[src/rtl/frame_reader.sv]
// ---------------------------------------------------------------------------
// frame_reader
//
// Scan-out side of the frame buffer. After the writer reports a complete
// frame (rising edge of frame_rdy), every word of data_mem is read in address
// order 0..MEM_DEPTH-1. The words are presented as a valid/ready pixel stream
// with start-of-frame and end-of-line markers. A 2-entry skid buffer absorbs
// the 1-cycle memory read latency when the consumer applies backpressure.
//
// Optional build macro:
//   FRAME_READER_REPEAT_EN - when defined, a frame whose last pixel is
//                            accepted while frame_rdy is still high restarts
//                            at address 0 on the next cycle without going
//                            through IDLE.
//
// Ports:
//   clk        in   system clock, all logic on posedge
//   reset      in   asynchronous active-low reset
//   frame_rdy  in   writer holds a complete frame (rising edge starts a scan)
//   rd_en      out  memory read enable, active-low
//   rd_addr    out  memory read address
//   rd_data    in   memory read data, valid the cycle after rd_en = 0
//   pix_data   out  stream pixel
//   pix_valid  out  pix_data / pix_sof / pix_eol are valid
//   pix_ready  in   downstream accepts the pixel
//   pix_sof    out  pixel came from address 0
//   pix_eol    out  last pixel of a line
//   frame_done out  one-cycle pulse after the last pixel is accepted
//   busy       out  high from frame start until frame_done
// ---------------------------------------------------------------------------
module frame_reader #(
    parameter int DATA_WIDTH = 24,
    parameter int ADDR_WIDTH = 3,
    parameter int MEM_DEPTH  = 1 << ADDR_WIDTH,
    parameter int LINE_LEN   = 4
) (
    input  logic                  clk,
    input  logic                  reset,
    input  logic                  frame_rdy,
    output logic                  rd_en,
    output logic [ADDR_WIDTH-1:0] rd_addr,
    input  logic [DATA_WIDTH-1:0] rd_data,
    output logic [DATA_WIDTH-1:0] pix_data,
    output logic                  pix_valid,
    input  logic                  pix_ready,
    output logic                  pix_sof,
    output logic                  pix_eol,
    output logic                  frame_done,
    output logic                  busy
);

    localparam logic ASSERT   = 1'b0;
    localparam logic DEASSERT = 1'b1;

    // The read counter is one bit wider than the address so that "all reads
    // issued" (count == MEM_DEPTH) is distinguishable from address 0.
    localparam logic [ADDR_WIDTH:0]   DEPTH_CNT = (ADDR_WIDTH + 1)'(MEM_DEPTH);
    localparam logic [ADDR_WIDTH:0]   LAST_CNT  = (ADDR_WIDTH + 1)'(MEM_DEPTH - 1);
    localparam logic [ADDR_WIDTH-1:0] LAST_ADDR = ADDR_WIDTH'(MEM_DEPTH - 1);

    typedef enum logic [1:0] {
        IDLE,
        STREAM,
        DRAIN
    } state_t;

    state_t state, next_state;

    logic                  frame_rdy_q;
    logic [ADDR_WIDTH:0]   cnt;
    logic                  rf_valid;      // a read is in flight this cycle
    logic [ADDR_WIDTH-1:0] rf_addr;       // address of the in-flight read

    // Skid buffer: two entries, each a pixel plus its markers.
    logic [DATA_WIDTH-1:0] sk_data [2];
    logic [1:0]            sk_sof;
    logic [1:0]            sk_eol;
    logic [1:0]            sk_last;
    logic                  wr_ptr;
    logic                  rd_ptr;
    logic [1:0]            occ;

    logic                  start;
    logic                  issue;
    logic                  pop;
    logic                  last_xfer;
    logic                  finish;
    logic                  restart;
    logic                  rf_is_eol;
    logic [2:0]            pending;

    assign pix_valid = (occ != 2'd0);
    assign pix_data  = sk_data[rd_ptr];
    assign pix_sof   = sk_sof[rd_ptr];
    assign pix_eol   = sk_eol[rd_ptr];
    assign rd_addr   = cnt[ADDR_WIDTH-1:0];

    assign pop       = pix_valid & pix_ready;
    assign last_xfer = pop & sk_last[rd_ptr];
    assign rf_is_eol = ((32'(rf_addr) % LINE_LEN) == (LINE_LEN - 1));

    // Words that will be held once this cycle's edge has completed: the
    // buffered words plus the in-flight read, minus the word popped now.
    // Counting the pop lets a new read issue every cycle under full
    // throughput, while the sum never lets the buffer exceed two entries.
    assign pending = {1'b0, occ} + {2'b0, rf_valid} - {2'b0, pop};

    // NOTE: every output of this block gets a default first, so no path
    // through the case statement leaves a signal unassigned (no latches).
    always_comb begin
        next_state = state;
        start      = 1'b0;
        issue      = 1'b0;
        finish     = 1'b0;
        restart    = 1'b0;
        rd_en      = DEASSERT;
        case (state)
            IDLE: begin
                if (frame_rdy && !frame_rdy_q) begin
                    start      = 1'b1;
                    next_state = STREAM;
                end
            end
            STREAM: begin
                if (cnt < DEPTH_CNT && pending < 3'd2) begin
                    issue = 1'b1;
                    rd_en = ASSERT;
                    if (cnt == LAST_CNT) begin
                        next_state = DRAIN;
                    end
                end
            end
            DRAIN: begin
                if (last_xfer) begin
                    finish = 1'b1;
`ifdef FRAME_READER_REPEAT_EN
                    if (frame_rdy) begin
                        restart    = 1'b1;
                        next_state = STREAM;
                    end else begin
                        next_state = IDLE;
                    end
`else
                    next_state = IDLE;
`endif
                end
            end
            default: next_state = IDLE;
        endcase
    end

    // NOTE: state registers use non-blocking assignments so every flop sees
    // the pre-edge value of every other flop, independent of block order.
    always_ff @(posedge clk or negedge reset) begin
        if (!reset) begin
            state       <= IDLE;
            frame_rdy_q <= 1'b0;
            cnt         <= '0;
            rf_valid    <= 1'b0;
            rf_addr     <= '0;
            frame_done  <= 1'b0;
            busy        <= 1'b0;
        end else begin
            state       <= next_state;
            frame_rdy_q <= frame_rdy;
            if (start || restart) begin
                cnt <= '0;
            end else if (issue) begin
                cnt <= cnt + 1'b1;
            end
            rf_valid <= issue;
            if (issue) begin
                rf_addr <= cnt[ADDR_WIDTH-1:0];
            end
            frame_done <= finish;
            if (start) begin
                busy <= 1'b1;
            end else if (finish && !restart) begin
                busy <= 1'b0;
            end
        end
    end

    // NOTE: the skid entries are reset even though they are storage, because
    // pix_data is driven straight from the head entry and must read 0 after
    // reset; with only two entries this costs almost nothing.
    always_ff @(posedge clk or negedge reset) begin
        if (!reset) begin
            for (int i = 0; i < 2; i++) begin
                sk_data[i] <= '0;
            end
            sk_sof  <= '0;
            sk_eol  <= '0;
            sk_last <= '0;
            wr_ptr  <= 1'b0;
            rd_ptr  <= 1'b0;
            occ     <= 2'd0;
        end else begin
            // The in-flight read always lands here one cycle after issue.
            if (rf_valid) begin
                sk_data[wr_ptr] <= rd_data;
                sk_sof[wr_ptr]  <= (rf_addr == '0);
                sk_eol[wr_ptr]  <= rf_is_eol;
                sk_last[wr_ptr] <= (rf_addr == LAST_ADDR);
                wr_ptr          <= ~wr_ptr;
            end
            if (pop) begin
                rd_ptr <= ~rd_ptr;
            end
            occ <= occ + {1'b0, rf_valid} - {1'b0, pop};
        end
    end

endmodule

[config.mk]
export PLATFORM = sky130hd
export DESIGN_NAME = frame_reader
export DESIGN_NICKNAME = d
export VERILOG_FILES = /design/src/rtl/frame_reader.sv
export SDC_FILE = /design/constraint.sdc
export NUM_CORES = 1
export LEC_CHECK = 0
export CORE_MARGIN = 1
export CORE_UTILIZATION = 51
export CTS_CLUSTER_DIAMETER = 80
export DETAILED_ROUTE_END_ITERATION = 8
export HOLD_SLACK_MARGIN = 0.15
export PLACE_DENSITY_LB_ADDON = 0.3
export SYNTH_ARGS = -nofsm -noshare
export SYNTH_HDL_FRONTEND = slang
export SYNTH_SLANG_ARGS = --single-unit
[constraint.sdc]
create_clock -name clk -period 2.9 [get_ports clk]
set_input_delay 0.58 -clock clk [delete_from_list [all_inputs] [get_ports clk]]
set_output_delay 0.58 -clock clk [all_outputs]
set_load 0.02 [all_outputs]
**Word level (Yosys, flattened, before mapping)**

Index checks and enable logic that the tools add are counted.

- Shift operators: 0
- Multipliers: 0
- Bitwise gates (word level): 6
- Mux-type cells: 34
- Magnitude comparators: 8
- Equal/unequal tests: 9
- Add/subtract/negate cells: 5
- Div/mod/pow operators: 0
- Reduce and logical (&&, ||, !) cells: 11

Operators with widths:

| kind | count |
|---|---|
| $mux 24 | 4 |
| $bwmux 48 | 1 |
| $demux 24 s1 | 1 |
| $mux 1 | 17 |
| $mux 2 | 4 |
| $mux 4 | 2 |
| $ne 2x2->1 const B | 4 |
| $bwmux 2 | 3 |
| $pmux 2 s3 | 1 |
| $reduce_bool 2->1 | 3 |
| $add 4x1->4 const B | 1 |
| $eq 2x2->1 const B | 2 |
| $eq 4x3->1 const B | 1 |
| $ge 2x2->1 const B | 2 |
| $logic_and 1x1->1 | 4 |
| $lt 1x2->1 const B | 2 |
| $lt 4x4->1 const B | 1 |
| $not 1->2 | 2 |
| $reduce_and 4->1 | 1 |
| $add 2x1->3 | 1 |
| $eq 3x3->1 const B | 1 |
| $logic_not 3->1 | 1 |
| $lt 3x2->1 const B | 1 |
| $sub 3x1->3 | 1 |
| other kinds (10) | 12 |

- Input port bits: 28
- Memory bits (read-only): 0
- Word-level logic and storage cells: 88
- Bits in latches: 0
- Register bits: 71
- Memory bits (writable): 0
- Memories: 0

**Longest topological paths before layout**

- Depth in word-level cells: 9
- Depth in mapped cells: 9
- Gate-level depth less buffers: 9

**Least setup slack after synthesis**

Ideal clock, no wire load.

- Kind: input port to output port
- Start point: input port pix_ready
- End point: output port rd_en
- Data required time: 2.320 ns
- Arrival time: 2.227 ns
- Path slack: 0.093 ns
- Path buffers: 0
- Cell stages on the path: 8
- Cells stage by stage: o21ai_0 inv_1 ha_1 inv_1 ha_1 fa_1 nor2_1 nand3_4

- Word-level cells in the longest chain between the ends: 6

Ends and longest elaborated chain:

| what | line | text |
|---|---|---|
| start: declaration | 45 | `input logic pix_ready,` |
| $and 1x1->1 | 98 | `assign pop = pix_valid & pix_ready;` |
| via pop | 85 | `logic pop;` |
| $sub 3x1->3 | 106 | `assign pending = {1'b0, occ} + {2'b0, rf_valid} - {2'b0, pop};` |
| via pending[1] | 90 | `logic [2:0] pending;` |
| $lt 3x2->1 | 125 | `if (cnt < DEPTH_CNT && pending < 3'd2) begin` |
| $logic_and 1x1->1 | 125 |  |
| $mux 1 | 125 |  |
| $mux 1 | 117 | `case (state)` |
| end: declaration | 40 | `output logic rd_en,` |

The timed path passes the listed nets, and every way through them passes these cells.

**Worst setup path after layout**

- Start point: register occ[1]
- End point: output port rd_en

- Word-level cells in the longest chain between the ends: 7

Ends and longest elaborated chain:

| what | line | text |
|---|---|---|
| start: declaration | 81 | `logic [1:0] occ;` |
| start signal: assignment | 210 | `occ <= occ + {1'b0, rf_valid} - {1'b0, pop};` |
| $reduce_bool 2->1 | 92 | `assign pix_valid = (occ != 2'd0);` |
| $and 1x1->1 | 98 |  |
| via pop | 85 |  |
| $sub 3x1->3 | 106 |  |
| via pending[1] | 90 |  |
| $lt 3x2->1 | 125 |  |
| $logic_and 1x1->1 | 125 |  |
| $mux 1 | 125 |  |
| $mux 1 | 117 |  |

The timed path passes the listed nets, and every way through them passes these cells.

==> impl_metrics.tcl <==
set metrics [dict create \
    clkSlewWorstSetupHoldPaths_ns 0.07 \
    synth-seq-area-share_pct 56.5 \
    drive_gt1_share_pct 31.1 \
    seq_power_share_pct 32.8 \
    finalWeightedCongestion 0.718 \
    hold_path_class "in -> async" \
    grt_max_degree 40 \
    rsz0062_at_grt "true" \
    drv_slew 0 \
    finClkSkew_ns 0.00797 \
    dieWidth_um 80.5 \
    grt_pass1_wl_um 11400 \
    initial_utilization_pct 53.1 \
    fin_tns_setup_ns 0 \
    drt_first_pass_iters 4 \
    worst_ep_arrival_time_ns 2.29 \
    setup_viol 0 \
    cp_max_fo 2 \
    drt_iter0_drc 96 \
    leakage_nw 1.98 \
    vias 2242 \
    dp_slack_ns -0.674 \
    switching_share_pct 36.9 \
    p_clk_share_pct 13.2 \
    drc 0 \
    yosys.area.top_type "dfrtp_1" \
    vdd_drop_max_uv 760 \
    wl_per_cell_um 15.4 \
    slew_headroom_pct 41.6 \
    p_per_area_mw_per_mm2 1260 \
    clock_sinks 71 \
    synth_area_leaders "dfrtp_1 57%, mux2_2 18%, nand2_1 10%, mux2_4 1.4%, ha_1 1.2%" \
    cap_violations 0 \
    fin_crit_sh_pct 98.8 \
    avgSynthCellArea_sq_um 11.6 \
    drtAntennaViolNets 0 \
    finalWirelength_um 6760 \
    ios 61 \
    coreArea_sq_mm 0.00592 \
    antenna_found_initial 0 \
    tightest_slew_ns 0.876 \
    setup_ws_ns 0.0347 \
    worstSkewPairLatency_ns 0.34 \
    finish.utilization_pct 71.1 \
    cts_buffers 9 \
    cell_internal_pwr_mw 3.35 \
    num_rows 28 \
    ys_ff_latch 71 \
    diodes 0 \
    port-buffer-count 60 \
    cts_max_level 3 \
    die_area_sq_mm 0.00648 \
    synth_area_sq_mm 0.00314 \
    fmax_mhz 349 \
    areaGrowthSynthToFinish_pct 34.0 \
    status "finished, final reports clean" \
    cp-end-kind "primary output" \
    vias_per_cell 5.12 \
    nNetsFinal 390 \
    grt_pass1_vias 2344 \
    syn-instance-count 272 \
    power.switching_mw 1.96 \
    cts_tree "built" \
    ys_warn_count 0 \
    clock_path_buffers 2 \
    synth_top_area_share_pct 56.5 \
    finalHoldViolations 0 \
    p_total_mw 5.32 \
    period_needed_ns 2.87 \
    fill_cells 426 \
    pwr-share-comb_pct 53.9 \
    syn_nets 304 \
    hpwl_um 4200 \
    fp.dieH_um 80.5 \
    ys_types 31 \
    grt_usage_pct 23.9 \
    startpoint_type "flop" \
    overflow 0 \
    critical_path_required_ns 2.32 \
    crit_type "reg -> out" \
    clockRootBuffer "clkbuf_8" \
]
Yosys cell counts:
master	number
o41ai_1	2
mux2_2	51
clkbuf_1	4
buf_2	7
a21oi_1	1
buf_4	4
xnor2_1	1
nand2_1	86
inv_1	7
mux2i_1	2
nand3_4	1
nor2b_1	3
a211o_1	1
nand3_1	3
a21o_1	1
mux2_4	3
o21bai_1	1
nand4_1	1
o21ba_2	1
dfrtp_1	71
o21ai_0	7
or4b_1	1
and4_2	1
o31ai_1	1
nand2b_1	3
nor3b_1	1
nor2_1	1
ha_1	3
xor2_1	1
fa_1	1
xor2_2	1
cell type report:
cell class	instances	area [sq um]	share of cell area, %
timing repair buffer	90	838	19.9
multi-input combinational	179	1300	30.9
inverter	7	26.3	0.624
sequential	71	1780	42.2
clock inverter	4	20.0	0.475
tap	75	93.8	2.23
clock buffer	12	155	3.68
logic make-up (layout without fill, tap and decap cells):
group                      Yosys count  count (layout)  synth area share, %
adders and majority gates            4               4                 1.83
muxes                               56              56                 20.3
buffers and inverters               22             113                 3.38
AOI/OAI and AO/OA                   15              15                 3.15
xor gates and xnor gates             3               3                 1.08
DFF                                 71              71                 56.5
and+or+nand+nor                    101             101                 13.7
worst max-delay path, stage by stage, from the launching register on:
cell and delay [ns]:
dfrtp_1 0.41, o21ai_2 0.18, inv_2 0.08, ha_4 0.26, inv_2 0.04, ha_4 0.15, fa_2 0.45, nor2_4 0.16
nand3_4 0.09, buf_6 0.14
stage by stage:
stage               hold slack (ns)  area [sq um]  std cells
finish                        0.305          4210        438
global route                  0.357          4210        438
CTS                           0.328          4190        439
detailed placement            0.459          3860        405
global placement              0.455          3860        405
floorplan                     0.284          3140        272
registers in the layout (all words and copies together) (netlist names):
| name | count |
|---|---|
| sk_eol | 2 |
| rd_ptr | 1 |
| state | 2 |
| rf_addr | 3 |
| sk_last | 2 |
| frame_done | 1 |
| cnt | 4 |
| occ | 2 |
| sk_sof | 2 |
| rf_valid | 1 |
| sk_data | 48 |
| frame_rdy_q | 1 |
| wr_ptr | 1 |
| busy | 1 |
metal layers:
layer  global-route usage (%)  vias to the layer above  wire (um)
li1                         -                     1076          -
met2                     37.9                       52       3400
met5                        0                        -          0
met1                     31.1                     1103       2980
met4                     9.46                        0         89
met3                     6.25                       11        286
placed cells by master (no fill, tap or decap), types with 2 or more instances in the layout:
cell / count
o21ai_0: 6
mux2_4: 3
clkbuf_8: 11
nand2b_1: 3
mux2_2: 51
buf_4: 28
inv_1: 5
buf_6: 2
nand3_1: 3
clkdlybuf4s50_1: 57
mux2i_1: 2
clkinv_2: 4
inv_2: 2
o41ai_1: 2
nand2_1: 86
ha_4: 2
dfrtp_1: 71
nor2b_1: 2
path summary, 6_finish.rpt:
path                                         startpoint                      end  slack (ns)  depth (start not counted)
worst max-delay path                   occ[1]$_DFF_PN0_                    rd_en        0.03                          9
worst min-delay path                              reset  sk_data[16]$_DFFE_PN0P_        0.30                          1
worst max register to register         occ[1]$_DFF_PN0_     state[1]$_DFFE_PN0P_        0.16                         19
worst min register to register  sk_data[38]$_DFFE_PN0P_  sk_data[38]$_DFFE_PN0P_        0.48                          2
max in group asynchronous                         reset  sk_data[45]$_DFFE_PN0P_        1.93                          2
min in group clk                sk_data[38]$_DFFE_PN0P_  sk_data[38]$_DFFE_PN0P_        0.48                          2
repair_timing:
item                                    CTS  global route
buffers inserted                         18             1
resized for setup                        13             6
endpoints found under the setup margin    1             2
pin swaps                                 6             4
cloned                                    0             0
hold buffers                              0             0
power by group through the flow:
stage / sequential [mW] / combinational [mW] / clock, mW
global route: 1.80 / 3.10 / 0.769
finish: 1.75 / 2.87 / 0.703
detailed placement: 1.74 / 2.65 / 0
floorplan: 1.66 / 1.71 / 0
global placement: 1.71 / 2.60 / 0
CTS: 1.73 / 2.83 / 0.719
Power figures use the tool's default switching activity.
